==> src/rtl/fetch_decode_stage.sv <==
// Instruction-fetch stage with IF/ID pipeline register: PC, redirects from the
// Controller, stall/flush handling and combinational decode field slicing.
module fetch_decode_stage #(
  parameter logic [31:0] RESET_PC = 32'h0000_0000,
  parameter logic [31:0] NOP_WORD = 32'h0000_0000
) (
  input  logic        Clk,
  input  logic        Reset,
  input  logic        Stall,
  input  logic        Flush,
  input  logic        Branch,
  input  logic        Jump,
  input  logic        JumpReg,
  input  logic [31:0] JumpRegAddr,
  output logic [31:0] ImemAddr,
  input  logic [31:0] ImemData,
  output logic [31:0] PC,
  output logic [31:0] Instruction,
  output logic [31:0] PCPlus4,
  output logic        Valid,
  output logic [5:0]  OPCode,
  output logic [5:0]  Function,
  output logic [4:0]  TargetReg,
  output logic [4:0]  Rs,
  output logic [4:0]  Rd,
  output logic [15:0] Imm,
  output logic [31:0] FetchCount
);

  typedef enum logic [1:0] {
    ACT_HOLD,
    ACT_REDIRECT,
    ACT_FLUSH,
    ACT_FETCH
  } action_t;

  logic [31:0] pc_q;
  logic [31:0] instr_q;
  logic [31:0] pc_plus4_q;
  logic        valid_q;
  logic [31:0] count_q;

  action_t     action;
  logic        redir;
  logic [31:0] seq_pc;
  logic [31:0] branch_off;
  logic [31:0] branch_target;
  logic [31:0] jump_target;
  logic [31:0] target;

  assign seq_pc        = pc_q + 32'd4;
  assign branch_off    = {{14{instr_q[15]}}, instr_q[15:0], 2'b00};
  assign branch_target = pc_plus4_q + branch_off;
  assign jump_target   = {pc_plus4_q[31:28], instr_q[25:0], 2'b00};

  // Redirect requests only count for a real instruction sitting in IF/ID.
  assign redir = valid_q & (JumpReg | Jump | Branch);

  always_comb begin
    target = branch_target;
    if (JumpReg) begin
      target = JumpRegAddr;
    end else if (Jump) begin
      target = jump_target;
    end
  end

  always_comb begin
    action = ACT_FETCH;
    if (Stall) begin
      action = ACT_HOLD;
    end else if (redir) begin
      action = ACT_REDIRECT;
    end else if (Flush) begin
      action = ACT_FLUSH;
    end
  end

  always_ff @(posedge Clk) begin
    if (Reset) begin
      pc_q       <= RESET_PC;
      instr_q    <= NOP_WORD;
      pc_plus4_q <= '0;
      valid_q    <= 1'b0;
      count_q    <= '0;
    end else begin
      unique case (action)
        ACT_HOLD: begin
          if (Flush) begin
            instr_q <= NOP_WORD;
            valid_q <= 1'b0;
          end
        end
        ACT_REDIRECT: begin
          pc_q    <= target;
          instr_q <= NOP_WORD;
          valid_q <= 1'b0;
        end
        ACT_FLUSH: begin
          pc_q    <= seq_pc;
          instr_q <= NOP_WORD;
          valid_q <= 1'b0;
        end
        ACT_FETCH: begin
          pc_q       <= seq_pc;
          instr_q    <= ImemData;
          pc_plus4_q <= seq_pc;
          valid_q    <= 1'b1;
          count_q    <= count_q + 32'd1;
        end
      endcase
    end
  end

  assign ImemAddr    = pc_q;
  assign PC          = pc_q;
  assign Instruction = instr_q;
  assign PCPlus4     = pc_plus4_q;
  assign Valid       = valid_q;
  assign FetchCount  = count_q;

  assign OPCode    = instr_q[31:26];
  assign Function  = instr_q[5:0];
  assign TargetReg = instr_q[20:16];
  assign Rs        = instr_q[25:21];
  assign Rd        = instr_q[15:11];
  assign Imm       = instr_q[15:0];

endmodule

==> config.mk <==
export PLATFORM = sky130hd
export DESIGN_NAME = fetch_decode_stage
export DESIGN_NICKNAME = d
export VERILOG_FILES = /design/src/rtl/fetch_decode_stage.sv
export SDC_FILE = /design/constraint.sdc
export NUM_CORES = 1
export LEC_CHECK = 0
export CAP_MARGIN = 20
export CORE_AREA = 3 3 151 153
export DETAILED_ROUTE_END_ITERATION = 6
export DIE_AREA = 0 0 154 156
export GPL_ROUTABILITY_DRIVEN = 0
export PLACE_DENSITY = 0.73
export SYNTH_ARGS = -nofsm -noshare
export SYNTH_HDL_FRONTEND = slang
export SYNTH_SLANG_ARGS = --single-unit
==> constraint.sdc <==
create_clock -name Clk -period 2.9 [get_ports Clk]
set_input_delay 0.725 -clock Clk [delete_from_list [all_inputs] [get_ports Clk]]
set_output_delay 0.725 -clock Clk [all_outputs]
set_load 0.02 [all_outputs]
==> impl_metrics.ini, run 1 <==
[worst_setup_path]
cpMostUsedCell = a211oi_1
crit_path_start_kind = register
cp_data_required_time_ps = 3220
critPathMaxStageDelay_ps = 360
path_class = reg2reg
cp-end-kind = register
worstPathArrival_ps = 3100
slowest_stage = fa_2
crit_chain = ha_1 -> fa_2 -> a211oi_1 -> buf_4 -> o2111ai_4 -> a41oi_2 -> a211oi_1 -> nand3b_1 -> a31oi_4 -> mux2i_1 -> a211o_1
critPathMaxFanout = 3

[layout]
area_growth_pct = 43.7
drive_gt1_share_pct = 11.8
final_common_cell = clkdlybuf4s50_1
nNetsFinal = 1466
diodes = 0
final_cell_mix = 273 x clkdlybuf4s50_1, 151 x nor2_1, 128 x dfxtp_1, 96 x buf_4, 90 x nand2_1
nFillCells = 1994

[clock_tree]
cts_tree = built
numCtsBuffers = 17
clock_sink_count = 129
insertion_delay_ps = 430
cts.htree.levels = 4
cts_root_buf = clkbuf_16
ctsHoldBuffers = 0
post-cts-setup-buffers = 0
clk_pin_slew_ps = 60
cts_buffer_depth = 2

[logic_synthesis]
synth-edff-count = 0
ys_ff_latch = 129
synthArstFlopShare_pct = 0
synth_area_leaders = dfxtp_1 30%, buf_4 6.7%, nor2_1 6.6%
yosysTopAreaCell = dfxtp_1
synth_nets = 1214
yosysUniqueCellTypes = 71
netlist_area_sq_mm = 0.00858
synth_flop_cell = dfxtp_1
avgSynthCellArea_sq_um = 7.73
synth_top_cell_area_share_pct = 30.1
ys_seq_area_share_pct = 30.1
syn_inst = 1111
ys_warn_count = 0

[drt]
first_iter_violations = 850
routed_wirelength_microns = 31100
wl_met1_microns = 12700
drcViolationCount = 0
highest_layer = met4
via_per_inst = 5.65
wl_per_cell_microns = 18.8
dr_wl_met3_microns = 3170
dr_total_vias = 9363
dr_wl_met2_microns = 14400
first_pass_iters = 5
ant_nets = 0

[place]
port_buffers = 274
dp_hpwl_microns = 23400
place_ws_ps = -72.7

[global_route]
gr-total-overflow = 0
grt_pass1_vias = 8835
antenna_found_initial = 0
grt_max_degree = 92
grt_usage_pct = 24.7
grt_pass1_wl_microns = 47900

[power_and_ir_drop]
p_comb_share_pct = 19.7
power.total_mw = 4.99
pwr-share-seq_pct = 37.9
p_leak_nw = 4.64
clock_power_share_pct = 42.4
p_int_mw = 3.50
p_sw_share_pct = 29.9
peakVddDrop_v = 0.000391
p_sw_mw = 1.49
powerDensity_mw_per_mm2 = 405

[timing]
rsz0062_at_grt = no
period_needed_ps = 2780
hold_viol_final = 0
postLayoutSetupSlackWorst_ps = 116
setup_tns_ps = 0
slew_headroom_pct = 52.5
finalSetupViolations = 0
worst_slew_pin_slew_ps = 695
drv_slew = 0
period_share_pct = 96.0
max_freq_mhz = 359
fin_worst_skew_ps = 10.1

[floorplanning]
initial_utilization_pct = 39.6
num_rows = 54
io_pins = 275
die-area_sq_mm = 0.0240
die_x_microns = 154
coreArea_sq_mm = 0.0217
die_y_microns = 156

[worst_hold_path]
hold_path.class = reg2reg

[run_status]
outcome = finished clean

[flow_run]
drv_cap = 0
-- through the flow --
stage,hold slack (ps),utilization [%],instances,cell area (sq um)
floorplan,459,-,1111,8580
global placement,452,53.8,1624,11700
detailed placement,462,53.8,1624,11700
CTS,475,56.6,1656,12300
global route,500,56.9,1656,12300
finish,471,56.9,1656,12300
-- cells by family after synthesis --
| logic type | share of synthesized area (%) |
|---|---|
| simple gates | 21.9 |
| compound gates | 24.2 |
| buf+inv | 10.7 |
| flops | 30.1 |
| xor+xnor | 7.24 |
| fa+ha+maj | 4.75 |
| mux | 1.11 |
-- final cells by class --
class                           count  area (sq um)  area share, %
Multi-Input combinational cell    821          5180           42.0
Inverter                           19          71.3          0.578
Sequential cell                   129          2590           21.0
Timing Repair Buffer              375          3570           29.0
Clock buffer                       19           443           3.59
Clock inverter                     13           129           1.04
Tap cell                          280           350           2.84
-- metal layers --
metal | vias up | GRT usage (%)
met5 | - | 0
met4 | 0 | 8.41
met3 | 58 | 7.13
met2 | 461 | 40.1
met1 | 4406 | 31.7
li1 | 4438 | -
-- worst max-delay path: cells and delay by family, from the launching register on --
kind                       cells  cell delay (ps)
AOI/OAI and AO/OA              6             1240
adders and majority gates      2              590
DFF                            1              320
and+or+nand+nor                1              260
buffers and inverters          1              180
muxes                          1              100
-- power groups by stage --
stage | clock (mW) | combinational (mW) | sequential [mW]
floorplan | 0 | 0.455 | 1.99
global placement | 0 | 0.954 | 1.93
detailed placement | 0 | 0.963 | 1.93
CTS | 2.14 | 0.972 | 1.89
global route | 2.23 | 1.05 | 1.90
finish | 2.11 | 0.985 | 1.89
-- cell usage after synthesis, types with 3 or more instances --
master / count
nor2_1: 152
dfxtp_1: 129
nand2_1: 90
buf_4: 77
a21oi_1: 69
o21ai_0: 61
clkbuf_1: 49
a211oi_1: 43
a22oi_1: 38
nand3_1: 37
xor2_1: 37
xnor2_1: 34
ha_1: 31
nand4_1: 26
inv_1: 18
a21o_1: 17
nor3_1: 17
o211ai_1: 15
and3_1: 13
or3_1: 11
buf_2: 10
a31oi_1: 9
nor4_1: 9
mux2i_1: 8
and2_1: 7
nor2b_1: 7
o21a_1: 7
and4_1: 6
nand2b_1: 6
o21bai_1: 6
o2111ai_1: 5
or4_1: 5
buf_1: 4
o22ai_1: 4
o311ai_0: 4
a2111oi_0: 3
o211a_1: 3
-- timing repair --
item,in CTS,in global routing
pin swaps,2,2
gates resized for setup,6,11
setup endpoints to repair,5,10
hold endpoints to repair,0,0
-- flip-flops by register name, summed over array words and instances, names as in the netlist --
register / flops
Valid: 1
Instruction: 32
PCPlus4: 32
FetchCount: 32
ImemAddr: 32
-- worst paths after layout --
path | start | to | slack [ps] | cells past startpoint
worst max-delay path | PCPlus4[2] | ImemAddr[24] | 120 | 11
worst min-delay path | PCPlus4[0] | PCPlus4[0] | 470 | 2
worst max register to register | PCPlus4[2] | ImemAddr[24] | 120 | 11
worst min register to register | PCPlus4[0] | PCPlus4[0] | 470 | 2
Note: power is estimated with default switching activity, not from simulation.
==> run 2, diff against run 1 <==
--- a/config.mk
+++ b/config.mk
@@ -10,6 +10,7 @@
 export DETAILED_ROUTE_END_ITERATION = 6
 export DIE_AREA = 0 0 154 156
 export GPL_ROUTABILITY_DRIVEN = 0
+export HOLD_SLACK_MARGIN = 0.15
 export PLACE_DENSITY = 0.73
 export SYNTH_ARGS = -nofsm -noshare
 export SYNTH_HDL_FRONTEND = slang
==> results of run 2 <==
Same layout as run 1: the final DEF is identical, and so are final timing and power.
==> run 3, diff against run 2 <==
--- a/config.mk
+++ b/config.mk
@@ -9,9 +9,9 @@
 export CORE_AREA = 3 3 151 153
 export DETAILED_ROUTE_END_ITERATION = 6
 export DIE_AREA = 0 0 154 156
-export GPL_ROUTABILITY_DRIVEN = 0
 export HOLD_SLACK_MARGIN = 0.15
 export PLACE_DENSITY = 0.73
+export RECOVER_POWER = 25
 export SYNTH_ARGS = -nofsm -noshare
 export SYNTH_HDL_FRONTEND = slang
 export SYNTH_SLANG_ARGS = --single-unit
==> impl_metrics.ini, run 3 (synthesized netlist as in run 1, its figures left out) <==
[worst_setup_path]
cp_data_required_time_ps = 3230
critPathMaxFanout = 3
reg2reg_depth = 12
crit_path_start_kind = register
cp-end-kind = register
path_class = reg2reg
worstPathArrival_ps = 3120
r2r-start = Instruction[0]
r2r_slack_ps = 110
r2r_end = ImemAddr[24]

[clock_tree]
clock_sink_count = 129
insertion_delay_ps = 440
ctsHoldBuffers = 0
clk_pin_slew_ps = 70
cts.htree.levels = 4
numCtsBuffers = 17
cts_buffer_depth = 2
cts_root_buf = clkbuf_16
cts_tree = built

[timing]
rsz0062_at_grt = yes
setup_tns_ps = 0
fin_worst_skew_ps = 9.96
hold_viol_final = 0
finalSetupViolations = 0
max_freq_mhz = 358
slew_headroom_pct = 51.8
drv_slew = 0
period_needed_ps = 2790
period_share_pct = 96.3
worst_slew_pin_slew_ps = 722

[floorplanning]
io_pins = 275
die-area_sq_mm = 0.0240
initial_utilization_pct = 39.6
coreArea_sq_mm = 0.0217
die_x_microns = 154
num_rows = 54
die_y_microns = 156

[layout]
final_util_pct = 57.3
stdcell_area_sq_mm = 0.0124
final_common_cell = clkdlybuf4s50_1
nNetsFinal = 1480
drive_gt1_share_pct = 12.8
area_growth_pct = 44.9
nFillCells = 1997
multi_input_area_sq_mm = 0.00518
ff_latch_area_sq_mm = 0.00259
final_cell_mix = 194 x clkdlybuf4s50_1, 151 x nor2_1, 126 x dfxtp_1, 110 x buf_4, 90 x nand2_1
final-instance-count-excl-fill = 1670
diodes = 0

[global_route]
grt_usage_pct = 25.3
grt_max_degree = 71
gr-total-overflow = 0
antenna_found_initial = 0
grt_pass1_vias = 8924
grt_pass1_wl_microns = 49200

[place]
dp_hpwl_microns = 24000
dpl_cell_area_sq_mm = 0.0117
place_congestion = 0.975
port_buffers = 274
dp.cells = 1635

[flow_run]
drv_cap = 0

[drt]
first_pass_iters = 5
highest_layer = met4
drcViolationCount = 0
routed_wirelength_microns = 31700
wl_per_cell_microns = 19.0
dr_wl_met3_microns = 2610
dr_wl_met2_microns = 15000
via_per_inst = 5.59
ant_nets = 0
wl_met1_microns = 13500
dr_total_vias = 9337
first_iter_violations = 799

[worst_hold_path]
holdCritStartpoint = PCPlus4[0]
hold_path.class = reg2reg
min_path_cells = 2
holdPathEnd = PCPlus4[0]

[power_and_ir_drop]
p_leak_nw = 4.96
powerDensity_mw_per_mm2 = 403
peakVddDrop_v = 0.000350

[run_status]
outcome = finished clean
## run 3: cell types whose count changed in the layout (fill, tap and decap cells not counted), sizes merged
cell	before	now
clkdlybuf4s50	273	194
dlygate4sd3	0	79
buf	102	115
inv	22	27
clkinv	7	5
bufinv	1	0
clkbuf	19	18
## run 3: worst max-delay path by stage
stage                        start              to  slack, ps  cells past startpoint
floorplan           Instruction[0]    ImemAddr[24]        100                     10
global placement              Jump  FetchCount[28]       -160                     12
detailed placement            Jump  FetchCount[16]       -200                     11
CTS                     PCPlus4[2]    ImemAddr[24]          8                     12
global route        Instruction[0]    ImemAddr[30]        -60                     11
finish              Instruction[0]    ImemAddr[24]        110                     12
## run 3: area by class of cell
type                    count  share of cell area, %
clock buffers              17                   3.42
clock inverters            15                   1.30
inverters                  19                  0.573
multi-input cells         821                   41.7
flip-flops and latches    129                   20.8
well taps                 280                   2.82
repair buffers            389                   29.4
## run 3: metrics by stage
step	worst slack [ps]	hold WS [ps]	total power, mW
3_3_place_gp	-160	451	2.90
2_1_floorplan	97.9	459	2.45
4_1_cts	7.94	472	5.04
6_report	108	469	5.02
3_5_place_dp	-200	462	2.91
5_1_grt	-64.9	499	5.20
## run 3: where the power goes
group | internal (mW) | total (mW) | switching [mW]
sequential | 1.83 | 1.89 | 0.0643
clock | 1.15 | 2.15 | 0.997
combinational | 0.445 | 0.977 | 0.531
## run 3: metal layers
layer  GRT usage, %  vias to the layer above
met5              0                        -
met4           7.86                        0
met1           33.2                     4401
met3           6.10                       45
li1               -                     4481
met2           41.4                      410
## run 3: what timing repair did
action | CTS | global route
pin swaps | 2 | 10
setup endpoints to repair | 5 | 9
setup buffers | 0 | 3
resized for setup | 3 | 15
## run 3: worst max-delay path: stages (launching register included)
cell       delay [ps]
dfxtp_2           340
ha_4              160
fa_2              390
a211oi_2          190
buf_4             170
o2111ai_4         140
a41oi_2           230
a211oi_1          140
nand3b_1          210
a31oi_1           230
buf_4             160
mux2i_1            70
a211o_1           260
